==> config.mk <==
export PLATFORM = sky130hd
export DESIGN_NAME = sparse_row_encoder_flat
export DESIGN_NICKNAME = d
export VERILOG_FILES = /design/src/rtl/sparse_row_encoder_if.sv /design/src/rtl/sparse_row_encoder.sv /design/src/flat_wrapper.sv
export SDC_FILE = /design/constraint.sdc
export NUM_CORES = 1
export LEC_CHECK = 0
export CAP_MARGIN = 20
export CORE_MARGIN = 5
export CORE_UTILIZATION = 30
export DETAILED_ROUTE_END_ITERATION = 10
export SYNTH_ARGS = -nofsm -noshare
export SYNTH_HDL_FRONTEND = slang
export SYNTH_SLANG_ARGS = --single-unit
export TNS_END_PERCENT = 1
==> constraint.sdc <==
create_clock -name clk -period 4 [get_ports clk]
set_input_delay 0.8 -clock clk [delete_from_list [all_inputs] [get_ports clk]]
set_output_delay 0.8 -clock clk [all_outputs]
set_load 0.02 [all_outputs]
==> src/rtl/sparse_row_encoder_if.sv <==
// Bus bundle for sparse_row_encoder: dense input stream, compressed value/bitmap
// outputs, frame status and an FSM state debug tap.
interface sparse_row_encoder_if #(
  parameter int DATA_WIDTH = 8,
  parameter int IF_WIDTH   = 16,
  parameter int CNT_WIDTH  = $clog2(IF_WIDTH) + 1
);
  logic                  start;
  logic                  in_valid;
  logic [DATA_WIDTH-1:0] in_data;
  logic                  in_ready;
  logic                  wr_req_s;
  logic [DATA_WIDTH-1:0] wr_data_s;
  logic                  wr_req_sflag;
  logic [IF_WIDTH-1:0]   wr_data_sflag;
  logic [CNT_WIDTH-1:0]  row_val_num;
  logic                  busy;
  logic                  frame_done;
  logic [1:0]            state_dbg;

  // Input stream: a beat transfers on a rising edge where in_valid && in_ready;
  // the source holds in_data stable until then, and in_ready never waits on in_valid.
  modport slave (
    input  start, in_valid, in_data,
    output in_ready, wr_req_s, wr_data_s, wr_req_sflag, wr_data_sflag,
           row_val_num, busy, frame_done, state_dbg
  );

  modport master (
    output start, in_valid, in_data,
    input  in_ready, wr_req_s, wr_data_s, wr_req_sflag, wr_data_sflag,
           row_val_num, busy, frame_done, state_dbg
  );
endinterface

==> src/rtl/sparse_row_encoder.sv <==
// Compresses a frame of IF_WIDTH dense rows into nonzero-value strobes plus one
// occupancy bitmap and nonzero count per row.
module sparse_row_encoder #(
  parameter int DATA_WIDTH = 8,
  parameter int IF_WIDTH   = 16,
  parameter int CNT_WIDTH  = $clog2(IF_WIDTH) + 1
) (
  input logic                  clk,
  input logic                  reset,
  sparse_row_encoder_if.slave  bus
);
  localparam int COL_W = (IF_WIDTH > 1) ? $clog2(IF_WIDTH) : 1;
  localparam logic [COL_W-1:0] LAST = COL_W'(IF_WIDTH - 1);

  typedef enum logic [1:0] {
    S_IDLE = 2'd0,
    S_RUN  = 2'd1,
    S_FLAG = 2'd2,
    S_DONE = 2'd3
  } state_e;

  state_e                state_q, state_d;
  logic [COL_W-1:0]      col_q, col_d;
  logic [COL_W-1:0]      row_q, row_d;
  logic [IF_WIDTH-1:0]   bmap_q, bmap_d;
  logic [CNT_WIDTH-1:0]  cnt_q, cnt_d;
  logic                  wr_req_s_q, wr_req_s_d;
  logic [DATA_WIDTH-1:0] wr_data_s_q, wr_data_s_d;
  logic                  wr_req_sflag_q, wr_req_sflag_d;
  logic [IF_WIDTH-1:0]   wr_data_sflag_q, wr_data_sflag_d;
  logic [CNT_WIDTH-1:0]  row_val_num_q, row_val_num_d;
  logic                  frame_done_q, frame_done_d;
  logic                  beat_nz;

  always_ff @(posedge clk or posedge reset) begin
    if (reset) begin
      state_q         <= S_IDLE;
      col_q           <= '0;
      row_q           <= '0;
      bmap_q          <= '0;
      cnt_q           <= '0;
      wr_req_s_q      <= 1'b0;
      wr_data_s_q     <= '0;
      wr_req_sflag_q  <= 1'b0;
      wr_data_sflag_q <= '0;
      row_val_num_q   <= '0;
      frame_done_q    <= 1'b0;
    end else begin
      state_q         <= state_d;
      col_q           <= col_d;
      row_q           <= row_d;
      bmap_q          <= bmap_d;
      cnt_q           <= cnt_d;
      wr_req_s_q      <= wr_req_s_d;
      wr_data_s_q     <= wr_data_s_d;
      wr_req_sflag_q  <= wr_req_sflag_d;
      wr_data_sflag_q <= wr_data_sflag_d;
      row_val_num_q   <= row_val_num_d;
      frame_done_q    <= frame_done_d;
    end
  end

  always_comb begin
    state_d         = state_q;
    col_d           = col_q;
    row_d           = row_q;
    bmap_d          = bmap_q;
    cnt_d           = cnt_q;
    wr_req_s_d      = 1'b0;
    wr_data_s_d     = wr_data_s_q;
    wr_req_sflag_d  = 1'b0;
    wr_data_sflag_d = wr_data_sflag_q;
    row_val_num_d   = row_val_num_q;
    frame_done_d    = 1'b0;
    beat_nz         = (bus.in_data != '0);

    case (state_q)
      S_IDLE: begin
        if (bus.start) state_d = S_RUN;
      end
      S_RUN: begin
        if (bus.in_valid) begin
          if (beat_nz) begin
            bmap_d[LAST - col_q] = 1'b1;
            cnt_d                = cnt_q + CNT_WIDTH'(1);
            wr_req_s_d           = 1'b1;
            wr_data_s_d          = bus.in_data;
          end
          // The flag is registered alongside the last beat's strobe so both land in FLAG.
          if (col_q == LAST) begin
            col_d           = '0;
            state_d         = S_FLAG;
            wr_req_sflag_d  = 1'b1;
            wr_data_sflag_d = bmap_d;
            row_val_num_d   = cnt_d;
          end else begin
            col_d = col_q + COL_W'(1);
          end
        end
      end
      S_FLAG: begin
        bmap_d = '0;
        cnt_d  = '0;
        if (row_q == LAST) begin
          state_d      = S_DONE;
          frame_done_d = 1'b1;
        end else begin
          row_d   = row_q + COL_W'(1);
          state_d = S_RUN;
        end
      end
      S_DONE: begin
        state_d = S_IDLE;
        row_d   = '0;
        col_d   = '0;
      end
      default: state_d = S_IDLE;
    endcase
  end

  assign bus.in_ready      = (state_q == S_RUN);
  assign bus.busy          = (state_q != S_IDLE);
  assign bus.wr_req_s      = wr_req_s_q;
  assign bus.wr_data_s     = wr_data_s_q;
  assign bus.wr_req_sflag  = wr_req_sflag_q;
  assign bus.wr_data_sflag = wr_data_sflag_q;
  assign bus.row_val_num   = row_val_num_q;
  assign bus.frame_done    = frame_done_q;
  assign bus.state_dbg     = state_q;
endmodule

==> src/flat_wrapper.sv <==
// flat-port wrapper written by rule: the top's interface ports become plain ports
module sparse_row_encoder_flat 
#(
  parameter int DATA_WIDTH = 8,
  parameter int IF_WIDTH   = 16,
  parameter int CNT_WIDTH  = $clog2(IF_WIDTH) + 1
)
  (clk, reset, bus_start, bus_in_valid, bus_in_data, bus_in_ready, bus_wr_req_s, bus_wr_data_s, bus_wr_req_sflag, bus_wr_data_sflag, bus_row_val_num, bus_busy, bus_frame_done, bus_state_dbg);
  sparse_row_encoder_if #(.DATA_WIDTH(DATA_WIDTH), .IF_WIDTH(IF_WIDTH), .CNT_WIDTH(CNT_WIDTH)) bus_i ();
  input logic clk;
  input logic reset;
  input wire logic [$bits(bus_i.start)-1:0] bus_start;
  input wire logic [$bits(bus_i.in_valid)-1:0] bus_in_valid;
  input wire logic [$bits(bus_i.in_data)-1:0] bus_in_data;
  output wire logic [$bits(bus_i.in_ready)-1:0] bus_in_ready;
  output wire logic [$bits(bus_i.wr_req_s)-1:0] bus_wr_req_s;
  output wire logic [$bits(bus_i.wr_data_s)-1:0] bus_wr_data_s;
  output wire logic [$bits(bus_i.wr_req_sflag)-1:0] bus_wr_req_sflag;
  output wire logic [$bits(bus_i.wr_data_sflag)-1:0] bus_wr_data_sflag;
  output wire logic [$bits(bus_i.row_val_num)-1:0] bus_row_val_num;
  output wire logic [$bits(bus_i.busy)-1:0] bus_busy;
  output wire logic [$bits(bus_i.frame_done)-1:0] bus_frame_done;
  output wire logic [$bits(bus_i.state_dbg)-1:0] bus_state_dbg;
  assign bus_i.start = bus_start;
  assign bus_i.in_valid = bus_in_valid;
  assign bus_i.in_data = bus_in_data;
  assign bus_in_ready = bus_i.in_ready;
  assign bus_wr_req_s = bus_i.wr_req_s;
  assign bus_wr_data_s = bus_i.wr_data_s;
  assign bus_wr_req_sflag = bus_i.wr_req_sflag;
  assign bus_wr_data_sflag = bus_i.wr_data_sflag;
  assign bus_row_val_num = bus_i.row_val_num;
  assign bus_busy = bus_i.busy;
  assign bus_frame_done = bus_i.frame_done;
  assign bus_state_dbg = bus_i.state_dbg;
  sparse_row_encoder #(.DATA_WIDTH(DATA_WIDTH), .IF_WIDTH(IF_WIDTH), .CNT_WIDTH(CNT_WIDTH)) u_core (.clk(clk), .reset(reset), .bus(bus_i));
endmodule
==> key figures, run 1 <==
Synthesis
  • Dominant synthesized flop cell: dfrtp_1
  • Syn_nets: 233
  • Post-Synthesis Cells: roughly 210
  • Xor/xnor share of the synthesized area: roughly 1.3%
  • Sequential area share after synthesis: approximately three fifths
  • Netlist cell types: 37
  • Post-synth EDFFs: 0
  • Yosys Warn Count: 0
  • Mux cell area share after synthesis: roughly 10%
  • Synth area leader: dfrtp_1
  • Synth area leaders: dfrtp_1 58%, mux2_2 7.5%, a32o_1 5.6%
  • Synth Cell Area: 2700 um^2
  • Largest family of logic cells by synthesized area: compound AO/OA/AOI/OAI gates
  • Simple-Gate Fraction of Synth Area: under 10%
  • Adder-cell share of the synthesized area: 3.24%
  • Mapped Avg Cell Area: roughly 13 um^2
  • Asr flop ratio synth: 100%
  • FF+latch count, synth: 63
  • Post-synth top area share: between 50% and 60%
  • Compound-gate portion of the synthesized area: between 15 and 20%

Worst hold path
  • Tightest Hold Check Type: reg2reg
  • Hold depth: 1

STA
  • Period utilisation layout: 65.5%
  • Endpoints failing hold: 0
  • Worst-Margin Slew: 0.765 ns
  • Clk_skew: roughly 0.0069 ns
  • Unrepaired setup endpoints after global routing: false
  • FMAX: about 0.38 GHz
  • Minimum clock period after layout: 2.62 ns
  • Worst slew margin: about 49%
  • Setup TNS: 0 ns
  • Final number of max-transition violations: 0
  • Worst hold slack: approximately 0.48 ns
  • Final setup fails: 0

Drt
  • DRC viols: 0
  • Initial DRC count: 79
  • DR pass1 iterations: 5
  • Avg WL per Cell: roughly 15 um
  • Final ANT Viol Nets: 0
  • Via count: between 1500 and 2000
  • Number of vias per cell: 4.91
  • Final wirelength: about 5.8 mm

Critical path
  • Slowest stage cell, crit path: nor4_2
  • Max FO, Critical Path: 14
  • WP data arrival: approximately 2.8 ns
  • CP Buf/Inv Count: 2
  • Worst r2r path cells: 4
  • Crit path launch type: input pin
  • Top delay family on crit path: simple AND/OR/NAND/NOR gates
  • Crit Path Class: in2reg
  • CP Capture Type: flip-flop
  • CP Depth: 5
  • Critical path's largest stage delay: ~0.70 ns
  • Critical path, cell by cell: clkdlybuf4s50_1, nor4_2, a21oi_2, buf_8, mux2_1
  • Critical path required time: 4.22 ns

CTS
  • Total CTS buffers: 9
  • Root Buffer: clkbuf_8
  • H-Tree Level Count: 3
  • Clk sink count: 63
  • Max Root-Sink Buffers: 2
  • Clock transition at path regs: approximately 0.070 ns
  • Post-CTS Resized: 0
  • Setup Buffers After CTS: 0
  • CTS tree: done
  • Hold-fix buffers, CTS: 0
  • Clk_lat worst skew: about 0.34 ns

Global route
  • GRT Util Overall: around 11%
  • Largest net degree at the start of global routing: 26
  • Vias in the first global route: 1975
  • GRT overflow: 0
  • Global-route wire length before repair: ~9.7 mm
  • Initial antenna violation count: 0

Floorplanning
  • # IOs: between 40 and 50
  • Die height: ~100 um
  • Die area: 11000 um^2
  • Starting density of the core: 30.8%
  • Die X: approximately 100 um
  • Num rows: 34
  • Core Area: ~8800 um^2

Flow run
  • Number of max-cap violations: 0

Placement
  • RD Place Congestion: 0.757
  • PortBufs: 47
  • Placed wire-length estimate: around 3.9 mm
  • Placed cells: 363

Layout
  • P&R area growth vs syn: 30.3%
  • Fillcell total: just under 900
  • NumNets Final: roughly 290
  • Final cell count without fillers: ~380
  • Commonest non-fill, non-tap cells in the layout: 63 x dfrtp_1, 47 x clkdlybuf4s50_1, 21 x a21oi_1, 18 x mux2_2, 15 x a32o_1
  • N_diodes: 0
  • Commonest non-fill, non-tap cell in the layout: dfrtp_1
  • Layout cells sized above 1: 16.6%

Outcome
  • Outcome: complete, no violations

Power and ir drop
  • Total power divided by cell area: roughly 740 nW/um^2
  • P_leak: around 1.5 nW
  • Max rail drop VDD: roughly 280 uV
## layout make-up
| class | instances | area (um^2) | area share (%) |
|---|---|---|---|
| Tap cell | 108 | 135 | 3.84 |
| Multi-Input combinational cell | 136 | 1070 | 30.3 |
| Inverter | 6 | 22.5 | 0.640 |
| Sequential cell | 63 | 1580 | 44.8 |
| Clock inverter | 4 | 70.1 | 1.99 |
| Timing Repair Buffer | 51 | 508 | 14.4 |
| Clock buffer | 11 | 141 | 4.02 |
## cells by family after synthesis
group           Yosys count
flops                    63
fa+ha+maj                 7
simple gates             40
compound gates           61
mux                      24
xor+xnor                  4
buf+inv                  15
## synthesized netlist by cell type, drive strengths merged (2+ instances only)
master and count:
clkbuf 6, nor4 3, a2bb2oi 2, a31oi 4, a32o 15, dfrtp 63
nand2 7, a21oi 22, inv 6, and3 2, nor2b 4, or2 2
a22o 5, mux2 23, ha 7, xor2 2, o21ai 4, nand3 3
nand2b 4, xnor2 2, o22ai 2, nor2 13, buf 3
## worst paths after layout
kind	to	start	slack, ns
worst max register to register	u_core.bus.row_val_num[0]	u_core.bus.state_dbg[1]	1.81
worst min register to register	u_core.bus.wr_data_s[2]	u_core.bus.wr_data_s[2]	0.48
worst min-delay path	u_core.bus.wr_data_s[2]	u_core.bus.wr_data_s[2]	0.48
min in group asynchronous	u_core.bus.wr_data_sflag[14]	reset	0.81
worst max-delay path	u_core.bus.wr_data_s[1]	bus_in_data[0]	1.38
max in group asynchronous	u_core.row_q[2]	reset	2.53
## layer usage
| layer | track usage, % | vias up | part of all wire (%) |
|---|---|---|---|
| li1 | - | 897 | - |
| met1 | 14.0 | 911 | 48 |
| met2 | 16.5 | 43 | 44 |
| met3 | 4.87 | 10 | 6.2 |
| met4 | 3.84 | 0 | 1.3 |
| met5 | 0 | - | 0 |
## power breakdown
part	switching (mW)	leakage [nW]	internal [mW]
Sequential	0.176	0.764	0.880
Combinational	0.472	0.634	0.493
Clock	0.235	0.109	0.362
Total	0.883	1.51	1.74
## flip-flops by register name, indices dropped and copies added, names as in the netlist, 2 cells and up
name	flops
u_core.bus.state_dbg	2
u_core.col_q	4
u_core.bus.wr_data_s	8
u_core.cnt_q	5
u_core.row_q	4
u_core.bmap_q	16
u_core.bus.wr_data_sflag	16
u_core.bus.row_val_num	5
## stage by stage
stage	utilization, %	cell area, um^2	power, mW	setup slack, ns
after floorplan	-	2700	1.63	1.63
after global placement	37.6	3290	2.02	0.981
after detailed placement	37.6	3290	2.04	0.972
after CTS	40.0	3500	2.65	1.34
after global routing	40.2	3520	2.79	1.31
final	40.2	3520	2.62	1.38
No activity file was read; power rests on OpenSTA's default activity.
==> run 2, diff against run 1 <==
==> constraint.sdc (replaced) <==
create_clock -name clk -period 2.5 [get_ports clk]
set_input_delay 0.5 -clock clk [delete_from_list [all_inputs] [get_ports clk]]
set_output_delay 0.5 -clock clk [all_outputs]
set_load 0.02 [all_outputs]
==> run 2 against run 1 <==
Cell area up 2.0%. Via count up 2.6%. Total power up 61%. Combinational power up 62%. First-iteration DRC count up 37%.
==> key figures, run 2 (synthesis results as in run 1) <==
Outcome
  • Outcome: complete, no violations

Flow run
  • Number of max-cap violations: 0

CTS
  • Clk sink count: 63
  • Clk_lat worst skew: between 0.3 and 0.4 ns
  • Hold-fix buffers, CTS: 0
  • Max Root-Sink Buffers: 2
  • H-Tree Level Count: 3
  • Post-CTS Resized: 0
  • Total CTS buffers: 9
  • Clock transition at path regs: approximately 0.07 ns
  • Setup Buffers After CTS: 0
  • CTS tree: done
  • Root Buffer: clkbuf_8

Global route
  • Largest net degree at the start of global routing: 30
  • GRT overflow: 0
  • Global-route wire length before repair: ~9.7 mm
  • Initial antenna violation count: 0
  • Vias in the first global route: approximately 1900
  • GRT Util Overall: roughly 11%

Critical path
  • Critical path required time: about 2.0 ns
  • CP Buf/Inv Count: 1
  • Crit Path Class: reg2out
  • Top delay family on crit path: buffers and inverters
  • Critical path, cell by cell: or2_2, clkdlybuf4s50_1
  • Slowest stage cell, crit path: clkdlybuf4s50_1
  • WP data arrival: 1.82 ns
  • Max FO, Critical Path: 14
  • Crit path launch type: flip-flop
  • CP Capture Type: output pin
  • Critical path's largest stage delay: around 0.55 ns

Drt
  • Highest routed layer: met4
  • Number of vias per cell: 4.92
  • Final wirelength: about 5.8 mm
  • Met2 WL: 2.63 mm
  • Final ANT Viol Nets: 0
  • Initial DRC count: approximately 110
  • DR pass1 iterations: 4
  • Avg WL per Cell: around 15 um
  • M1 wire length: about 2.7 mm
  • Via count: between 1500 and 2000
  • DRC viols: 0
  • Routed wl met3: 365 um

Floorplanning
  • Die X: around 100 um
  • Die area: 11000 um^2
  • Num rows: 34
  • Core Area: about 9000 um^2
  • # IOs: 48
  • Die height: ~100 um
  • Starting density of the core: between 30 and 40%

Power and ir drop
  • P_leak: 1.54 nW
  • Max rail drop VDD: roughly 430 uV
  • Total power divided by cell area: between 1000 and 1500 nW/um^2

STA
  • Minimum clock period after layout: ~2.3 ns
  • Period utilisation layout: approximately 93%
  • Worst hold slack: between 0.4 and 0.5 ns
  • Worst-Margin Slew: about 0.63 ns
  • Unrepaired setup endpoints after global routing: false
  • Final number of max-transition violations: 0
  • Endpoints failing hold: 0
  • FMAX: approximately 0.43 GHz
  • Worst Setup Slack, final: around 0.18 ns
  • Clk_skew: slightly below 0.01 ns
  • Worst slew margin: 57.9%
  • Final setup fails: 0

Layout
  • Finished Core Util: between 40% and 50%
  • N_diodes: 0
  • P&R area growth vs syn: 32.9%
  • Layout cells sized above 1: between 10% and 20%
  • Commonest non-fill, non-tap cells in the layout: 63 x dfrtp_1, 47 x clkdlybuf4s50_1, 21 x a21oi_1, 18 x mux2_2, 15 x a32o_1
  • Commonest non-fill, non-tap cell in the layout: dfrtp_1
  • NumNets Final: a little under 300

Placement
  • RD Place Congestion: about 0.75
  • PortBufs: 47
  • Placed wire-length estimate: about 4 mm
  • Pre-CTS WS: -0.0544 ns

Worst hold path
  • Tightest Hold Check Type: reg2reg
==> run 2: worst register-to-register path, delay by kind of cell (launching register included) <==
kind | cells | cell delay [ns]
multiplexers | 1 | 0.37
buffers and inverters | 2 | 0.46
AND/OR/NAND/NOR | 2 | 0.37
flip-flops | 1 | 0.62
==> run 2: metrics by stage <==
stage / instances / TNS [ns] / total power [mW] / instance area [um^2]
3_5_place_dp: 371 / -0.250 / 3.28 / 3370
6_report: 388 / 0 / 4.21 / 3590
3_3_place_gp: 371 / -0.0855 / 3.25 / 3370
4_1_cts: 387 / 0 / 4.26 / 3580
2_1_floorplan: 214 / 0 / 2.60 / 2700
5_1_grt: 388 / 0 / 4.46 / 3590
==> run 2: metal layers <==
| layer | vias to the layer above | global-route usage, % |
|---|---|---|
| li1 | 910 | - |
| met1 | 948 | 14.3 |
| met2 | 42 | 16.1 |
| met3 | 10 | 4.81 |
| met4 | 0 | 4.66 |
| met5 | - | 0 |
==> run 2: area by class of cell <==
cell class / instances / area, um^2
flip-flops and latches: 63 / 1580
inverters: 6 / 22.5
fillers: 850 / 5170
clock inverters: 6 / 85.1
multi-input cells: 136 / 1070
repair buffers: 59 / 577
clock buffers: 10 / 128
well taps: 108 / 135
==> run 2: worst paths after layout <==
kind / slack [ns] / from / cells after the start / end
max reg2reg: 0.57 / u_core.bus.state_dbg[0] / 5 / u_core.bus.wr_data_sflag[8]
min reg2reg: 0.49 / u_core.bmap_q[4] / 1 / u_core.bmap_q[4]
max: 0.18 / u_core.bus.state_dbg[0] / 2 / bus_busy
min in group asynchronous: 0.53 / reset / 2 / u_core.bmap_q[14]
max in group asynchronous: 1.39 / reset / 3 / u_core.bus.row_val_num[4]
min: 0.49 / u_core.bmap_q[4] / 1 / u_core.bmap_q[4]
==> run 2: power breakdown <==
part	internal (mW)	switching (mW)	leakage, nW	total [mW]
clock network	0.557	0.401	0.102	0.959
registers	1.41	0.276	0.764	1.68
logic	0.801	0.764	0.677	1.56
==> run 3, diff against run 2 <==
--- a/config.mk
+++ b/config.mk
@@ -7,8 +7,9 @@
 export LEC_CHECK = 0
 export CAP_MARGIN = 20
 export CORE_MARGIN = 5
-export CORE_UTILIZATION = 30
+export CORE_UTILIZATION = 52
 export DETAILED_ROUTE_END_ITERATION = 10
+export PLACE_DENSITY = 0.79
 export SYNTH_ARGS = -nofsm -noshare
 export SYNTH_HDL_FRONTEND = slang
 export SYNTH_SLANG_ARGS = --single-unit
==> run 3 against run 2 <==
Non-clock buffer count down 4. Register-to-register slack better by 0.10 ns. First-iteration DRC count up 2.8%. Critical endpoint unchanged. Clock skew down 0.0050 ns.
==> key figures, run 3 (synthesis results as in run 1) <==
Global route
  • Largest net degree at the start of global routing: 64
  • GRT overflow: 0
  • Vias in the first global route: roughly 2000
  • Initial antenna violation count: 0
  • GRT Util Overall: between 10% and 20%
  • Global-route wire length before repair: approximately 9.4 mm

CTS
  • Setup Buffers After CTS: 0
  • Clk_lat worst skew: about 0.34 ns
  • H-Tree Level Count: 3
  • Hold-fix buffers, CTS: 0
  • Clk sink count: 63
  • CTS tree: done
  • Clock transition at path regs: ~0.060 ns
  • Post-CTS Resized: 0
  • Max Root-Sink Buffers: 2
  • Total CTS buffers: 9
  • Root Buffer: clkbuf_8

Power and ir drop
  • Net Switching: 1.41 mW
  • Overall power: ~4.1 mW
  • Clk network pwr share: between 20% and 30%
  • Total power divided by cell area: around 1200 nW/um^2
  • Switching Fraction: around 34%
  • Combinational Power Share: a little under two fifths
  • Int Pwr: 2.69 mW
  • Sequential share of power: just over 40%
  • P_leak: roughly 1.5 nW
  • Max rail drop VDD: between 400 and 500 uV

STA
  • Endpoints failing hold: 0
  • Worst Setup Slack, final: ~0.2 ns
  • Worst slew margin: between 60% and 70%
  • Period utilisation layout: around nine tenths
  • Clk_skew: between 0.004 and 0.005 ns
  • Final number of max-transition violations: 0
  • Setup TNS: 0 ns
  • Worst-Margin Slew: approximately 0.46 ns
  • Final setup fails: 0
  • Minimum clock period after layout: about 2.3 ns
  • Unrepaired setup endpoints after global routing: false
  • FMAX: 0.435 GHz

Floorplanning
  • Starting density of the core: a little over half
  • Die area: around 6700 um^2
  • # IOs: 48
  • Die X: 82.1 um
  • Num rows: 26
  • Core Area: roughly 5100 um^2
  • Die height: about 82 um

Layout
  • Layout cells sized above 1: 17.8%
  • Footprint of the multi-input gates: between 1000 and 1500 um^2
  • NumNets Final: 290
  • N_diodes: 0
  • Commonest non-fill, non-tap cell in the layout: dfrtp_1
  • P&R area growth vs syn: 29.5%
  • Commonest non-fill, non-tap cells in the layout: 63 x dfrtp_1, 47 x clkdlybuf4s50_1, 21 x a21oi_1, 18 x mux2_2, 15 x a32o_1
  • Final instance area: around 3500 um^2
  • Fillcell total: 391
  • Reg area: roughly 1600 um^2

Critical path
  • Crit Path Class: reg2out
  • Critical path, cell by cell: or2_2, clkdlybuf4s50_1
  • Slowest stage cell, crit path: clkdlybuf4s50_1
  • Critical path's largest stage delay: 0.55 ns
  • Top delay family on crit path: buffers and inverters
  • WP data arrival: between 1.5 and 2 ns
  • CP Depth: 2
  • Worst r2r path cells: 4
  • Crit path launch type: flip-flop
  • Critical path required time: 2.00 ns
  • Max FO, Critical Path: 17
  • CP Buf/Inv Count: 1
  • CP Capture Type: output pin

Placement
  • Placed wire-length estimate: approximately 3.6 mm
  • Area post-placement: between 3000 and 4000 um^2
  • Pre-CTS WS: around 0.22 ns
  • PortBufs: 47
  • RD Place Congestion: about 0.75

Drt
  • Number of vias per cell: roughly 5.5
  • Final wirelength: between 5 and 6 mm
  • DRC viols: 0
  • Avg WL per Cell: ~16 um
  • Initial DRC count: approximately 110
  • DR pass1 iterations: 4
  • Via count: 1909
  • Final ANT Viol Nets: 0

Outcome
  • Outcome: complete, no violations

Flow run
  • Number of max-cap violations: 0

Worst hold path
  • Tightest Hold Check Type: reg2reg
  • Hold depth: 1
-- run 3: area by class of cell --
cell class | instances | area share, %
multi-input cells | 136 | 30.5
clock inverters | 4 | 1.29
repair buffers | 55 | 15.9
well taps | 70 | 2.50
inverters | 6 | 0.644
clock buffers | 12 | 4.15
flip-flops and latches | 63 | 45.1
-- run 3: final timing paths --
kind                                              start                           end  slack [ns]
worst max-delay path            u_core.bus.state_dbg[1]                      bus_busy        0.20
worst min-delay path            u_core.bus.wr_data_s[1]       u_core.bus.wr_data_s[1]        0.49
worst max register to register  u_core.bus.state_dbg[1]  u_core.bus.wr_data_sflag[11]        0.67
worst min register to register  u_core.bus.wr_data_s[1]       u_core.bus.wr_data_s[1]        0.49
max in group asynchronous                         reset               u_core.cnt_q[4]        1.69
min in group asynchronous                         reset  u_core.bus.wr_data_sflag[14]        0.54
-- run 3: routing by layer --
metal,global-route usage (%),wire length (um),part of all wire (%)
met4,11.6,138,2.6
met1,24.2,2410,45
met3,4.17,247,4.6
met5,0,0,0
met2,28.6,2610,48
-- run 3: power by group through the flow --
stage	registers, mW	clock network (mW)	logic, mW
floorplan	1.89	0	0.718
finish	1.69	0.850	1.56
detailed placement	1.70	0	1.57
global placement	1.68	0	1.53
global route	1.74	0.921	1.70
CTS	1.69	0.874	1.58
-- run 3: through the flow --
step | util, % | cells | hold slack, ns
after floorplan | - | 214 | 0.460
after global placement | 65.2 | 330 | 0.466
after detailed placement | 65.2 | 330 | 0.479
after CTS | 68.9 | 346 | 0.493
after global routing | 68.9 | 346 | 0.513
final | 68.9 | 346 | 0.489
